**src/rtl/instruction_fetch_pkg.sv**
```systemverilog
// ============================================================================
//  Module   : instruction_fetch_pkg
//  Purpose  : Shared types and constants for the instruction-fetch slice:
//             ROM byte address, instruction word, and the prefetch FIFO entry.
//  Ports    : none (package)
//  Revision : 1.0  initial release
// ============================================================================
`default_nettype none

package instruction_fetch_pkg;

    // Word-address width of the instruction ROM; byte addresses add two bits.
    localparam int WORD_ADDRESS_SIZE = 10;

    typedef logic [WORD_ADDRESS_SIZE+1:0] RomAddress;
    typedef logic [31:0]                  Word;

    typedef struct packed {
        RomAddress pc;
        Word       instr;
    } FetchEntry;

    localparam int INSTR_BYTES = 4;

    // Clears the byte-offset bits so the address points at a whole word.
    function automatic RomAddress align_pc(input RomAddress pc);
        return pc & ~RomAddress'(INSTR_BYTES - 1);
    endfunction

endpackage

`default_nettype wire

```
**src/rtl/instruction_fetch_fifo.sv**
```systemverilog
// ============================================================================
//  Module   : fetch_fifo
//  Purpose  : Synchronous prefetch FIFO of FetchEntry. The head slot drives
//             head_o combinationally; flush empties the FIFO at the edge.
//  Ports    : clk, reset (async, active-high)
//             push_i/data_i  write tail      pop_i   advance head
//             flush_i        empty the FIFO  head_o  current head entry
//             full_o/empty_o occupancy flags
//  Revision : 1.0  initial release
// ============================================================================
`default_nettype none

module fetch_fifo
    import instruction_fetch_pkg::*;
#(
    parameter int DEPTH = 2
) (
    input  logic      clk,
    input  logic      reset,
    input  logic      push_i,
    input  FetchEntry data_i,
    input  logic      pop_i,
    input  logic      flush_i,
    output FetchEntry head_o,
    output logic      full_o,
    output logic      empty_o
);

    localparam int PTR_W = $clog2(DEPTH);

    // Pointers carry one extra wrap bit so full and empty are distinguishable.
    logic [PTR_W:0] wr_ptr_q, wr_ptr_d;
    logic [PTR_W:0] rd_ptr_q, rd_ptr_d;
    FetchEntry      mem_q [DEPTH];

    assign empty_o = (wr_ptr_q == rd_ptr_q);
    assign full_o  = (wr_ptr_q[PTR_W] != rd_ptr_q[PTR_W]) &&
                     (wr_ptr_q[PTR_W-1:0] == rd_ptr_q[PTR_W-1:0]);
    assign head_o  = mem_q[rd_ptr_q[PTR_W-1:0]];

    always_comb begin
        wr_ptr_d = wr_ptr_q;
        rd_ptr_d = rd_ptr_q;
        if (flush_i) begin
            wr_ptr_d = '0;
            rd_ptr_d = '0;
        end else begin
            if (push_i) wr_ptr_d = wr_ptr_q + 1'b1;
            if (pop_i)  rd_ptr_d = rd_ptr_q + 1'b1;
        end
    end

    always_ff @(posedge clk or posedge reset) begin
        if (reset) begin
            wr_ptr_q <= '0;
            rd_ptr_q <= '0;
        end else begin
            wr_ptr_q <= wr_ptr_d;
            rd_ptr_q <= rd_ptr_d;
        end
    end

    // Storage needs no reset: slots are only read while the FIFO is non-empty.
    // When full and popping, the tail slot is the head slot being consumed,
    // so overwriting it at the same edge is safe.
    always_ff @(posedge clk) begin
        if (push_i && !flush_i) begin
            mem_q[wr_ptr_q[PTR_W-1:0]] <= data_i;
        end
    end

endmodule

`default_nettype wire

```
**src/rtl/instruction_fetch.sv**
```systemverilog
// ============================================================================
//  Module   : instruction_fetch
//  Purpose  : Initiator side of the instruction-ROM read port. Owns the fetch
//             PC, captures the combinational ROM word into a prefetch FIFO and
//             hands {pc, instr} to decode over valid/ready. Redirects flush.
//  Ports    : clk, reset (async, active-high)
//             rom_address/rom_data         ROM read port (zero latency)
//             out_valid/out_ready          decode handshake
//             out_pc/out_instr             head entry
//             redirect_valid/redirect_pc   control-flow change
//             misaligned                   sticky trap flag (macro only)
//  Config   : `FETCH_MISALIGN_TRAP_EN enables the misaligned-redirect trap.
//  Revision : 1.0  initial release
// ============================================================================
`default_nettype none

module instruction_fetch
    import instruction_fetch_pkg::*;
#(
    parameter RomAddress RESET_PC   = '0,
    parameter int        FIFO_DEPTH = 2
) (
    input  logic      clk,
    input  logic      reset,
    output RomAddress rom_address,
    input  Word       rom_data,
    output logic      out_valid,
    input  logic      out_ready,
    output RomAddress out_pc,
    output Word       out_instr,
    input  logic      redirect_valid,
    input  RomAddress redirect_pc
`ifdef FETCH_MISALIGN_TRAP_EN
    ,
    output logic      misaligned
`endif
);

    RomAddress fetch_pc_q, fetch_pc_d;
    FetchEntry head;
    logic      full, empty;
    logic      pop, push, fetch_block;

`ifdef FETCH_MISALIGN_TRAP_EN
    logic misaligned_q, misaligned_d;

    assign misaligned  = misaligned_q;
    assign fetch_block = misaligned_q;

    always_comb begin
        misaligned_d = misaligned_q;
        if (redirect_valid) begin
            misaligned_d = |redirect_pc[1:0];
        end
    end

    always_ff @(posedge clk or posedge reset) begin
        if (reset) misaligned_q <= 1'b0;
        else       misaligned_q <= misaligned_d;
    end
`else
    assign fetch_block = 1'b0;
`endif

    assign rom_address = fetch_pc_q;
    assign out_valid   = !empty;
    assign out_pc      = head.pc;
    assign out_instr   = head.instr;

    // A pop frees a slot at the same edge, so a full FIFO still accepts a push.
    assign pop  = out_valid & out_ready;
    assign push = !redirect_valid & !fetch_block & (!full | pop);

    always_comb begin
        fetch_pc_d = fetch_pc_q;
        if (redirect_valid) begin
`ifdef FETCH_MISALIGN_TRAP_EN
            fetch_pc_d = redirect_pc;
`else
            fetch_pc_d = align_pc(redirect_pc);
`endif
        end else if (push) begin
            fetch_pc_d = fetch_pc_q + RomAddress'(INSTR_BYTES);
        end
    end

    always_ff @(posedge clk or posedge reset) begin
        if (reset) fetch_pc_q <= RESET_PC;
        else       fetch_pc_q <= fetch_pc_d;
    end

    fetch_fifo #(
        .DEPTH (FIFO_DEPTH)
    ) u_fifo (
        .clk     (clk),
        .reset   (reset),
        .push_i  (push),
        .data_i  ('{pc: fetch_pc_q, instr: rom_data}),
        .pop_i   (pop),
        .flush_i (redirect_valid),
        .head_o  (head),
        .full_o  (full),
        .empty_o (empty)
    );

endmodule

`default_nettype wire

```
**config.mk**
```make
export PLATFORM = sky130hd
export DESIGN_NAME = instruction_fetch
export DESIGN_NICKNAME = d
export VERILOG_FILES = /design/src/rtl/instruction_fetch_pkg.sv /design/src/rtl/instruction_fetch_fifo.sv /design/src/rtl/instruction_fetch.sv
export SDC_FILE = /design/constraint.sdc
export NUM_CORES = 1
export LEC_CHECK = 0
export ABC_AREA = 1
export CORE_AREA = 2 2 93 95
export CTS_BUF_LIST = sky130_fd_sc_hd__clkbuf_16
export CTS_CLUSTER_SIZE = 12
export DETAILED_ROUTE_END_ITERATION = 12
export DIE_AREA = 0 0 95 97
export PLACE_DENSITY = 0.83
export SLEW_MARGIN = 25
export SYNTH_ARGS = -nofsm -noshare
export SYNTH_HDL_FRONTEND = slang
export SYNTH_HIERARCHICAL = 1
export SYNTH_SLANG_ARGS = --single-unit
```
**constraint.sdc**
```tcl
create_clock -name clk -period 8.2 [get_ports clk]
set_input_delay 1.64 -clock clk [delete_from_list [all_inputs] [get_ports clk]]
set_output_delay 1.64 -clock clk [all_outputs]
set_load 0.02 [all_outputs]
```
After elaboration in Yosys (flattened, before gate mapping):

Memory sizes are Yosys's and may differ from the RTL's.
Cells that the tools add are included.

* word-level logic and storage cells: 28
* bits in registers: 16
* output and inout port bits: 57
* memories: 1
* input bits: 48
* memory bits (writable): 88

* reductions and logical operators: 7
* add/subtract/negate cells: 3
* equality and inequality tests: 3
* bitwise operators: 3
* muxes and demuxes: 8

Memories
* u_fifo.mem_q: words 2, width 44, rd ports 1, clocked after Yosys merged registers in 0, write ports 1, line instruction_fetch_fifo.sv:34 `FetchEntry mem_q [DEPTH];`

Operators with widths (count)
* 12-bit 2-to-1 mux: 2
* 12-bit by 3-bit adder with 12-bit output (second input constant): 1
* 2-bit 2-to-1 mux: 4
* 2-bit by 1-bit adder with 2-bit output (second input constant): 2
* 2-bit nonzero test: 2
* 1-bit logical NOT: 3
* 1-bit bitwise AND: 2
* 2-bit equality test: 1
* 1-bit logical AND: 2
* 1-bit 2-to-1 mux: 2
* 1-bit equality test: 1
* 1-bit inequality test: 1
* 1-bit OR: 1

Depth between registers and ports, before layout:

* word-level depth: 8
* mapped depth: 12
* mapped depth without buffers: 11

Cells and area by module:

The synthesis kept the hierarchy.

By module, submodules not included
* fetch_fifo: instances 1, sequential area each 2742.6 um^2, area an instance 3502.1 um^2, cells an instance 260
* instruction_fetch: instances 1, sequential area each 250.2 um^2, area an instance 708.2 um^2, cells an instance 103

Least setup slack after synthesis:

Ideal clock, no wire load.

* path type: in2reg
* start point: input out_ready
* end point: memory u_fifo/mem_q[1][0] in the netlist's numbering (enable)
* setup time: 0.500 ns
* path slack: 2.649 ns
* stages on the path: 6
* path buffers: 0
* data required time: 7.700 ns
* arrival: 5.051 ns
* cell sequence: nand2_1 -> nand2_2 -> nand2_2 -> inv_2 -> inv_1 -> nor3_1

* longest elaborated chain between the ends: 6

RTL lines
* start: declaration: line instruction_fetch.sv:28 `input logic out_ready,`
* 1-bit bitwise AND: line instruction_fetch.sv:71 `assign pop = out_valid & out_ready;`
* 1-bit OR: line instruction_fetch.sv:72 `assign push = !redirect_valid & !fetch_block & (!full | pop);`
* 1-bit bitwise AND: line instruction_fetch.sv:72
* net push: line instruction_fetch.sv:42 `logic pop, push, fetch_block;`
* 1-bit logical AND: line instruction_fetch_fifo.sv:67 `if (push_i && !flush_i) begin`
* 1-bit 2-to-1 mux: line instruction_fetch_fifo.sv:67
* 1-bit 2-to-1 mux (not written as such): line instruction_fetch_fifo.sv:68 `mem_q[wr_ptr_q[PTR_W-1:0]] <= data_i;`
* end: declaration: line instruction_fetch_fifo.sv:34

The timed path passes the listed nets, and every way through them passes these cells.

Worst setup path in the final report:

* start point: register u_fifo.rd_ptr_q[0]
* end point: output out_pc[1]

* longest elaborated chain between the ends: 1

RTL lines
* start: declaration: line instruction_fetch_fifo.sv:33 `logic [PTR_W:0] rd_ptr_q, rd_ptr_d;`
* start signal: assignment: line instruction_fetch_fifo.sv:59 `rd_ptr_q <= rd_ptr_d;`
* memory read 2 x 44 bit
* end: declaration: line instruction_fetch.sv:29 `output RomAddress out_pc,`

Every way passes these cells.

==> run_results.csv <==
group,metric,value,unit
status,status,"finished, final reports clean",
clocking,cts.clk_slew.worst_paths,0.06,ns
sta,max_freq,252,MHz
min_path,hp-start,"rom_address[5]",
finish,synthToLayoutAreaGrowth,32.2,%
synth,synthDominantCellAreaShare,62.8,%
sta,setup_violations,0,
synth,synth_area_leaders,"edfxtp_1 (63%), dfrtp_1 (8.3%), nand2_1 (8.1%)",
clocking,cts_root_buffer,"clkbuf_16",
critical_path,cp_cell_sequence,"buf_4, nand2_1, o21ai_0, clkdlybuf4s50_1",
clocking,cts_hold_buf,0,
synth,yosysUniqueCellTypes,31,
critical_path,critPathSlowestCell,"clkdlybuf4s50_1",
power,power_density,244,mW/mm²
global_route,grt_pass1_vias,2639,
global_route,grt_overflow,0,
drt,routedWlPerCell,12.6,µm
floorplan,rows,33,
place,dpl-instance-area,0.00528,mm²
place,routabilityCongestion,0.885,
drt,drt_iter0_drc,110,
sta,fin_skew,0.00665,ns
finish,fill_cells,572,
sta,rsz0062_at_grt,"false",
critical_path,cp_max_fo,88,
power,p_total,1.36,mW
critical_path,timing.rr.end,"u_fifo/mem_q[0][5]",
sta,slew_violations,0,
synth,yosys_warnings,6,
min_path,whs_path_depth,0,
floorplan,ioPinCount,105,
synth,synthTopCellsByCount,"nand2_1 (91), edfxtp_1 (88), inv_1 (61)",
finish,n_antenna_cell,0,
finish,fin_nets,517,
synth,syn_area,0.00421,mm²
sta,finalHoldViolCount,0,
drt,drcViolationCount,0,
synth,yosysTopAreaCell,"edfxtp_1",
global_route,grt_pass1_wl,11800,µm
sta,tightest_slew,0.966,ns
clocking,cts_buffers,9,
floorplan,core,0.00813,mm²
sta,setup_tns,0,ns
global_route,grt_use_total,16.6,%
synth,ys_seq_area_share,71.1,%
synth,synthArstFlopShare,13.7,%
drt,firstDrtPassIters,7,
synth,yosys_most_used_dff,"edfxtp_1",
drt,vias_per_cell,4.81,
floorplan,die_width,95,µm
place,io_buffers,100,
clocking,htreeDepth,3,
critical_path,cp_slowest_stage_delay,0.69,ns
clocking,clk_latency,0.33,ns
min_path,hold_class,"reg -> reg",
min_path,hold-path-endpoint,"u_fifo/mem_q[0][37]",
synth,synth_enable_flop_cells,88,
critical_path,crit_type,"reg -> out",
critical_path,r2r_slack,5.71,ns
critical_path,crit_path_end_kind,"output pin",
floorplan,fp.dieArea,0.00922,mm²
finish,multi_input_area,907,µm²
critical_path,rr_startpoint,"u_fifo/rd_ptr_q[0]",
drt,drt_wl_total,7300,µm
critical_path,cp-start-kind,"flop",
clocking,cts_tree,"done",
floorplan,die_height,97,µm
synth,syn_area_per_cell,11.6,µm²
critical_path,rr_worst_depth,9,
global_route,grt_max_degree,89,
floorplan,start_util,51.8,%
global_route,antenna_found_initial,0,
sta,fin_crit_sh,48.3,%
drt,num_vias,2782,
synth,synth_cells,363,
synth,synth_seq_cells,102,
place,dp_hpwl,4940,µm
clocking,cts_sinks,102,
critical_path,cp.required,6.56,ns
power,ir_worst_vdd,0.118,mV
synth,yosys.cell_count.top_type,"nand2_1",
clocking,clock_path_buffers,2,
finish,drive_gt1_share,5.71,%
power,p_leak,2.19,nW
critical_path,worstPathArrival,2.32,ns
clocking,cts_resized,0,
sta,relSlewSlack,35.5,%
clocking,post_cts.repair.setup_buffers,0,
finish,seq_area,0.00299,mm²
drt,ant_nets,0,
run,maxCapViolCount,0,
sta,finalCriticalPeriod,3.96,ns
finish,postLayoutCellArea,0.00557,mm²
==> report_power, final <==
part	leakage [nW]	internal, mW	total [mW]	switching, mW
combinational	1.07	0.145	0.327	0.182
sequential	0.979	0.609	0.636	0.0276
clock	0.143	0.232	0.395	0.163
total	2.19	0.985	1.36	0.373
==> registers in the layout, summed over array words and instances (netlist names) <==
signal / cells
u_fifo/rd_ptr_q: 2
u_fifo/wr_ptr_q: 2
u_fifo/mem_q: 88
rom_address: 10
==> metrics by stage <==
| step | setup WS [ns] | hold slack [ns] | utilization (%) | std cells |
|---|---|---|---|---|
| finish | 4.24 | 0.568 | 68.4 | 578 |
| CTS | 4.18 | 0.566 | 68.4 | 578 |
| detailed placement | 4.05 | 0.548 | 64.9 | 562 |
| global placement | 4.10 | 0.525 | 64.9 | 562 |
| global route | 4.07 | 0.594 | 68.4 | 578 |
| floorplan | 2.65 | 0.538 | - | 368 |
==> cell families after synthesis <==
group	Yosys count	synth area share, %
simple gates	122	12.3
flops	102	71.1
buf+inv	75	7.93
compound gates	56	7.07
xor+xnor	6	1.25
fa+ha+maj	1	0.297
other cells	1	0.0891
==> critical path, delay by kind of cell (launching register included) <==
kind	cells	cell delay, ns
simple gates	1	0.09
compound gates	1	0.17
buf+inv	2	1.31
flops	1	0.41
==> worst max path at each step <==
stage,startpoint,endpoint,slack (ns),depth (start not counted)
after floorplan,out_ready,u_fifo/mem_q[1][0],2.65,6
after global placement,redirect_valid,u_fifo/mem_q[0][8],4.10,6
after detailed placement,redirect_valid,u_fifo/mem_q[0][8],4.05,6
after CTS,u_fifo/rd_ptr_q[0],out_pc[4],4.18,4
after global routing,u_fifo/rd_ptr_q[0],out_pc[4],4.07,4
final,u_fifo/rd_ptr_q[0],out_pc[1],4.24,4
==> area by class of cell <==
class / count / area share (%)
clock buffers: 9 / 4.05
clock inverters: 7 / 1.08
inverters: 62 / 4.18
multi-input cells: 191 / 16.3
flip-flops and latches: 102 / 53.8
well taps: 105 / 2.36
repair buffers: 102 / 18.3
==> placed cells by master, fill, tap and decap left out, types with 2 or more instances in the layout <==
cell             instances
o21ai_1                 30
o211ai_1                 2
inv_1                   63
edfxtp_1                88
nand2_1                 91
nor2_4                   2
nand3_1                 10
conb_1                   6
nand4_1                  2
buf_4                    2
o21ai_0                 16
nor2_1                   8
clkdlybuf4s50_1        100
nor2_2                   2
clkbuf_16                9
xor2_1                   5
dfrtp_1                 13
nand2_2                  4
clkinvlp_4               2
inv_2                    2
a21oi_1                  2
==> per-layer routing <==
layer / wire length, µm / track usage (%)
met1: 3070 / 20.4
met2: 3730 / 28.5
met3: 429 / 3.66
met4: 67 / 6.24
met5: 0 / 0
Note: power is estimated with default switching activity, not from simulation.
